File: src/rtl/axi4_lite_regbank_slave_if.sv
// AXI4-lite bus bundle between a master and the register-bank slave.
// Signal names follow the AXI channel naming so waveforms read naturally.
interface axi4_lite_regbank_slave_if #(
  parameter int ADDR_WIDTH = 32,
  parameter int DATA_WIDTH = 32
);
  logic [ADDR_WIDTH-1:0] AWADDR;
  logic                  AWVALID;
  logic                  AWREADY;
  logic [DATA_WIDTH-1:0] WDATA;
  logic [3:0]            WSTRB;
  logic                  WVALID;
  logic                  WREADY;
  logic [1:0]            BRESP;
  logic                  BVALID;
  logic                  BREADY;
  logic [ADDR_WIDTH-1:0] ARADDR;
  logic                  ARVALID;
  logic                  ARREADY;
  logic [DATA_WIDTH-1:0] RDATA;
  logic [1:0]            RRESP;
  logic                  RVALID;
  logic                  RREADY;

  modport master (
    output AWADDR, AWVALID, input AWREADY,
    output WDATA, WSTRB, WVALID, input WREADY,
    input BRESP, BVALID, output BREADY,
    output ARADDR, ARVALID, input ARREADY,
    input RDATA, RRESP, RVALID, output RREADY
  );

  modport slave (
    input AWADDR, AWVALID, output AWREADY,
    input WDATA, WSTRB, WVALID, output WREADY,
    output BRESP, BVALID, input BREADY,
    input ARADDR, ARVALID, output ARREADY,
    output RDATA, RRESP, RVALID, input RREADY
  );
endinterface

File: src/rtl/axi4_lite_regbank_slave.sv
// AXI4-lite slave serving a bank of 32-bit registers. Write and read paths
// are independent state machines sharing only the register array. All bus
// outputs are registered; readies rise on the first edge after reset.
module axi4_lite_regbank_slave #(
  parameter int ADDR_WIDTH = 32,
  parameter int DATA_WIDTH = 32,
  parameter int NUM_REGS   = 16,
  parameter int RD_LATENCY = 1
) (
  input logic ACLK,
  input logic ARESET,
  axi4_lite_regbank_slave_if.slave bus
);

  localparam int         IDX_W       = $clog2(NUM_REGS);
  localparam logic [1:0] RESP_OKAY   = 2'b00;
  localparam logic [1:0] RESP_SLVERR = 2'b10;
  localparam logic [3:0] LAT         = 4'(RD_LATENCY);

  typedef enum logic {W_IDLE, W_RESP} w_state_t;
  typedef enum logic [1:0] {R_IDLE, R_WAIT, R_DATA} r_state_t;

  logic [DATA_WIDTH-1:0] regs [NUM_REGS];

  w_state_t              w_state;
  logic                  aw_full;
  logic                  w_full;
  logic [ADDR_WIDTH-1:0] aw_addr;
  logic [DATA_WIDTH-1:0] w_data;
  logic [3:0]            w_strb;
  logic                  aw_ready;
  logic                  w_ready;
  logic                  b_valid;
  logic [1:0]            b_resp;

  r_state_t              r_state;
  logic [ADDR_WIDTH-1:0] ar_addr;
  logic [3:0]            wait_cnt;
  logic                  ar_ready;
  logic                  r_valid;
  logic [1:0]            r_resp;
  logic [DATA_WIDTH-1:0] r_data;

  // An address is valid only if every bit above the register index is zero.
  function automatic logic in_range(input logic [ADDR_WIDTH-1:0] a);
    return (a >> (IDX_W + 2)) == '0;
  endfunction

  assign bus.AWREADY = aw_ready;
  assign bus.WREADY  = w_ready;
  assign bus.BVALID  = b_valid;
  assign bus.BRESP   = b_resp;
  assign bus.ARREADY = ar_ready;
  assign bus.RVALID  = r_valid;
  assign bus.RRESP   = r_resp;
  assign bus.RDATA   = r_data;

  // Write path: capture AW and W into one-deep buffers in any order, commit
  // with byte strobes once both are held, then hold the B response.
  always_ff @(posedge ACLK or posedge ARESET) begin
    if (ARESET) begin
      w_state  <= W_IDLE;
      aw_full  <= 1'b0;
      w_full   <= 1'b0;
      aw_addr  <= '0;
      w_data   <= '0;
      w_strb   <= '0;
      aw_ready <= 1'b0;
      w_ready  <= 1'b0;
      b_valid  <= 1'b0;
      b_resp   <= RESP_OKAY;
      for (int i = 0; i < NUM_REGS; i++) regs[i] <= '0;
    end else begin
      case (w_state)
        W_IDLE: begin
          if (aw_full && w_full) begin
            if (in_range(aw_addr)) begin
              for (int b = 0; b < 4; b++) begin
                if (w_strb[b]) regs[aw_addr[IDX_W+1:2]][8*b +: 8] <= w_data[8*b +: 8];
              end
              b_resp <= RESP_OKAY;
            end else begin
              b_resp <= RESP_SLVERR;
            end
            b_valid <= 1'b1;
            w_state <= W_RESP;
          end else begin
            if (bus.AWVALID && aw_ready) begin
              aw_full  <= 1'b1;
              aw_addr  <= bus.AWADDR;
              aw_ready <= 1'b0;
            end else begin
              aw_ready <= !aw_full;
            end
            if (bus.WVALID && w_ready) begin
              w_full  <= 1'b1;
              w_data  <= bus.WDATA;
              w_strb  <= bus.WSTRB;
              w_ready <= 1'b0;
            end else begin
              w_ready <= !w_full;
            end
          end
        end
        W_RESP: begin
          if (bus.BREADY) begin
            b_valid  <= 1'b0;
            b_resp   <= RESP_OKAY;
            aw_full  <= 1'b0;
            w_full   <= 1'b0;
            aw_ready <= 1'b1;
            w_ready  <= 1'b1;
            w_state  <= W_IDLE;
          end
        end
      endcase
    end
  end

  // Read path: latch the address, spend one decode cycle plus RD_LATENCY
  // wait cycles in R_WAIT, then present the sampled register until accepted.
  // The sample uses the pre-edge register value, so a same-edge commit is
  // not visible in that response.
  always_ff @(posedge ACLK or posedge ARESET) begin
    if (ARESET) begin
      r_state  <= R_IDLE;
      ar_addr  <= '0;
      wait_cnt <= '0;
      ar_ready <= 1'b0;
      r_valid  <= 1'b0;
      r_resp   <= RESP_OKAY;
      r_data   <= '0;
    end else begin
      case (r_state)
        R_IDLE: begin
          if (bus.ARVALID && ar_ready) begin
            ar_addr  <= bus.ARADDR;
            ar_ready <= 1'b0;
            wait_cnt <= LAT;
            r_state  <= R_WAIT;
          end else begin
            ar_ready <= 1'b1;
          end
        end
        R_WAIT: begin
          if (wait_cnt == 4'd0) begin
            r_valid <= 1'b1;
            r_state <= R_DATA;
            if (in_range(ar_addr)) begin
              r_data <= regs[ar_addr[IDX_W+1:2]];
              r_resp <= RESP_OKAY;
            end else begin
              r_data <= '0;
              r_resp <= RESP_SLVERR;
            end
          end else begin
            wait_cnt <= wait_cnt - 1'b1;
          end
        end
        R_DATA: begin
          if (bus.RREADY) begin
            r_valid  <= 1'b0;
            r_data   <= '0;
            r_resp   <= RESP_OKAY;
            ar_ready <= 1'b1;
            r_state  <= R_IDLE;
          end
        end
        default: r_state <= R_IDLE;
      endcase
    end
  end

endmodule

File: src/flat_wrapper.sv
// flat-port wrapper written by rule: the top's interface ports become plain ports
module axi4_lite_regbank_slave_flat 
#(
  parameter int ADDR_WIDTH = 32,
  parameter int DATA_WIDTH = 32,
  parameter int NUM_REGS   = 16,
  parameter int RD_LATENCY = 1
)
  (ACLK, ARESET, bus_AWADDR, bus_AWVALID, bus_AWREADY, bus_WDATA, bus_WSTRB, bus_WVALID, bus_WREADY, bus_BRESP, bus_BVALID, bus_BREADY, bus_ARADDR, bus_ARVALID, bus_ARREADY, bus_RDATA, bus_RRESP, bus_RVALID, bus_RREADY);
  axi4_lite_regbank_slave_if #(.ADDR_WIDTH(ADDR_WIDTH), .DATA_WIDTH(DATA_WIDTH)) bus_i ();
  input logic ACLK;
  input logic ARESET;
  input wire logic [$bits(bus_i.AWADDR)-1:0] bus_AWADDR;
  input wire logic [$bits(bus_i.AWVALID)-1:0] bus_AWVALID;
  output wire logic [$bits(bus_i.AWREADY)-1:0] bus_AWREADY;
  input wire logic [$bits(bus_i.WDATA)-1:0] bus_WDATA;
  input wire logic [$bits(bus_i.WSTRB)-1:0] bus_WSTRB;
  input wire logic [$bits(bus_i.WVALID)-1:0] bus_WVALID;
  output wire logic [$bits(bus_i.WREADY)-1:0] bus_WREADY;
  output wire logic [$bits(bus_i.BRESP)-1:0] bus_BRESP;
  output wire logic [$bits(bus_i.BVALID)-1:0] bus_BVALID;
  input wire logic [$bits(bus_i.BREADY)-1:0] bus_BREADY;
  input wire logic [$bits(bus_i.ARADDR)-1:0] bus_ARADDR;
  input wire logic [$bits(bus_i.ARVALID)-1:0] bus_ARVALID;
  output wire logic [$bits(bus_i.ARREADY)-1:0] bus_ARREADY;
  output wire logic [$bits(bus_i.RDATA)-1:0] bus_RDATA;
  output wire logic [$bits(bus_i.RRESP)-1:0] bus_RRESP;
  output wire logic [$bits(bus_i.RVALID)-1:0] bus_RVALID;
  input wire logic [$bits(bus_i.RREADY)-1:0] bus_RREADY;
  assign bus_i.AWADDR = bus_AWADDR;
  assign bus_i.AWVALID = bus_AWVALID;
  assign bus_AWREADY = bus_i.AWREADY;
  assign bus_i.WDATA = bus_WDATA;
  assign bus_i.WSTRB = bus_WSTRB;
  assign bus_i.WVALID = bus_WVALID;
  assign bus_WREADY = bus_i.WREADY;
  assign bus_BRESP = bus_i.BRESP;
  assign bus_BVALID = bus_i.BVALID;
  assign bus_i.BREADY = bus_BREADY;
  assign bus_i.ARADDR = bus_ARADDR;
  assign bus_i.ARVALID = bus_ARVALID;
  assign bus_ARREADY = bus_i.ARREADY;
  assign bus_RDATA = bus_i.RDATA;
  assign bus_RRESP = bus_i.RRESP;
  assign bus_RVALID = bus_i.RVALID;
  assign bus_i.RREADY = bus_RREADY;
  axi4_lite_regbank_slave #(.ADDR_WIDTH(ADDR_WIDTH), .DATA_WIDTH(DATA_WIDTH), .NUM_REGS(NUM_REGS), .RD_LATENCY(RD_LATENCY)) u_core (.ACLK(ACLK), .ARESET(ARESET), .bus(bus_i));
endmodule
File: config.mk
export PLATFORM = sky130hd
export DESIGN_NAME = axi4_lite_regbank_slave_flat
export DESIGN_NICKNAME = d
export VERILOG_FILES = /design/src/rtl/axi4_lite_regbank_slave_if.sv /design/src/rtl/axi4_lite_regbank_slave.sv /design/src/flat_wrapper.sv
export SDC_FILE = /design/constraint.sdc
export NUM_CORES = 1
export LEC_CHECK = 0
export ABC_AREA = 1
export CELL_PAD_IN_SITES_DETAIL_PLACEMENT = 2
export CELL_PAD_IN_SITES_GLOBAL_PLACEMENT = 2
export CORE_MARGIN = 4
export CORE_UTILIZATION = 33
export DETAILED_ROUTE_END_ITERATION = 10
export PLACE_DENSITY = 0.82
export SYNTH_ARGS = -nofsm -noshare
export SYNTH_HDL_FRONTEND = slang
export SYNTH_SLANG_ARGS = --single-unit
export TNS_END_PERCENT = 10
File: constraint.sdc
create_clock -name ACLK -period 18.7 [get_ports ACLK]
set_input_delay 1.87 -clock ACLK [delete_from_list [all_inputs] [get_ports ACLK]]
set_output_delay 1.87 -clock ACLK [all_outputs]
set_load 0.02 [all_outputs]
==> metrics <==
CP required=19.34 ns; clock power share=30.8%; first-pass GRT wire length=~190000 um; FP Rows=around 110; drt first pass iters=5; Leakage Power=between 15 and 20 nW; Slew Limit Fails=0; IO buf count=between 100 and 150; Slowest-stage cell, CP=buf_4; drc violations=0; CTS HTree Levels=3; slowest stage delay, CP=0.82 ns; Mapped Cells=3980; post-synthesis xor/xnor area fraction=0%; area delta synth->final=15.1%; synthesized flop and latch total=656; CP max FO=~170; Die Width=317 um; status=complete, no violations; synth top area cells=dfrtp_1 52%, nand2_1 20%, nand4_1 10%; Unique masters post-synth=22; CTS tree=built; crit-path cells=clkdlybuf4s50_1, clkinvlp_4, buf_12, buf_12, buf_4, buf_4; Hold Vio Cnt, Final=0; top cell type's share of synthesized area=~52%; core area=95000 sq um; Final Skew=~0.015 ns; Setup WS pre-CTS=12.84 ns; routed via count=between 20000 and 30000; pin count of the biggest net entering global routing=~170; starting density of the core=33.3%; fillers=10735; maximum clock insertion buffer count=3; Max-Cap Viols=0; commonest non-fill, non-tap cell in the layout=nand2_1; routability cong.=0.734; DRT antenna net count=0; Peak Freq=approximately 200 MHz; Synth Area per Inst=around 7.9 sq um; Die ar.=101000 sq um; final worst slack=about 14 ns; Final setup viols=0; Compound-Gate Fraction of Synth Area=less than 1%; DR WL/cell=roughly 23 um; setup_tns=0 ns; CP Launch Type=input port; Sw Pwr=2.25 mW; post-CTS setup repair buffer count=0; Comb power frac=29.8%; CTS Root Cell=clkbuf_16; remaining global-route overflow=0; crit path DAT=~5.7 ns; Critical Path End Type=async pin; warnings from Yosys=0; kind of critical path=in2async; register area share after synthesis=52.0%; Pwr Density=143 nW/um^2; number of gates resized after cts=0; vias per std cell=5.64; initial antenna violation count=0; number of global-route vias before repair=between 30000 and 40000; Synth area leader=dfrtp_1; Num CTS Buffers=80; final period utilization=26.9%; min cycle time layout=5.02 ns; Clock Latency Late Sink=about 0.64 ns; number of inserted diodes=0; HP Class=reg2reg; switching share of total power=a little over two fifths; commonest cells after routing, fill and taps aside=1703 x nand2_1, 649 x dfrtp_1, 554 x nand3_1; nets=4000; # IOs=148; Seq pwr share=39.4%; clock sink total=656; Simple-Gate Fraction of Synth Area=39.9%; peak supply drop=0.0000882 V; drt initial violations=2252; Adder-Cell Fraction of Synth Area=0.0792%; layout cells sized above 1=6.86%; gr usage total=23.1%; Syn Std Cell Area=between 30000 and 40000 sq um; Internal=just under 3 mW; Slew headroom=around a quarter; Hold-fix buffers, CTS=0; Routed WL=119000 um; Die Y=317 um; Post-DP HPWL=roughly 70000 um; RSZ-0062 raised after global routing=no; mux contribution to synthesized area=around 2.2%; worst slew pin tran=1.11 ns; Worst-path clk slew=around 0.06 ns; largest family of logic cells by synthesized area=simple AND/OR/NAND/NOR gates
[per-stage QoR]
stage	total power, mW	util (%)	std cells	hold slack (ns)	area (sq um)
after floorplan	2.84	-	3981	0.440	31600
after global placement	3.54	35.4	5074	0.453	33700
after detailed placement	3.59	35.4	5074	0.459	33700
after CTS	5.22	38.3	5218	0.474	36400
after global routing	5.45	38.3	5218	0.493	36400
final	5.20	38.3	5218	0.470	36400
[power groups by stage]
stage,combinational [mW],sequential (mW),clock [mW]
after floorplan,1.13,1.71,0
after global placement,1.50,2.04,0
after detailed placement,1.54,2.05,0
after CTS,1.56,2.03,1.64
after global routing,1.68,2.07,1.69
final,1.55,2.05,1.60
[layout make-up]
class	instances	area [sq um]	share of cell area, %
inverters	33	138	0.379
well taps	1265	1580	4.35
multi-input cells	2927	13700	37.5
clock buffers	124	2460	6.78
clock inverters	20	218	0.599
flip-flops and latches	656	16400	45.2
repair buffers	193	1860	5.13
[Yosys cell counts]
cell	count
nor2_1	56
nand3_1	556
nor3_1	2
dfrtp_1	656
o31ai_1	1
nand4_1	512
or2_1	1
nand2_1	1703
inv_1	31
buf_2	72
nor2_4	1
conb_1	1
o21ai_0	18
mux2_2	62
a21oi_1	9
buf_6	2
clkbuf_1	246
ha_1	2
o221a_2	2
buf_4	20
clkinv_1	2
buf_1	25
[worst max-delay path: cells and delay by family]
family                 cells  cell delay (ns)
buffers and inverters      6             3.42
[per-layer routing]
layer	vias to the layer above	global-route usage [%]	wire length, um
met3	137	2.80	5200
met4	0	5.40	2110
li1	13213	-	-
met5	-	0	0
met1	15433	32.1	54300
met2	623	38.6	57100
[logic make-up after synthesis]
family,after synthesis
buffers and inverters,398
muxes,62
adders and majority gates,2
AOI/OAI and AO/OA,30
and+or+nand+nor,2831
other,1
DFF,656
[registers in the layout, indices dropped and copies added, names as in the netlist, 2 cells and up]
signal	flops
u_core.regs	512
u_core.w_strb	4
u_core.ar_addr	30
u_core.r_state	2
u_core.wait_cnt	4
u_core.aw_addr	30
u_core.bus.RDATA	32
u_core.w_data	32
[worst paths after layout]
check	cells past startpoint	slack, ns	endpoint	startpoint
worst max-delay path	6	13.68	u_core.regs[9]	ARESET
worst min-delay path	2	0.47	u_core.regs[2]	u_core.regs[2]
worst max register to register	11	13.99	u_core.regs[154]	u_core.w_state
worst min register to register	2	0.47	u_core.regs[2]	u_core.regs[2]
max in group ACLK	11	13.99	u_core.regs[154]	u_core.w_state
min in group asynchronous	3	1.85	u_core.regs[505]	ARESET
(Power assumes the default switching activity.)
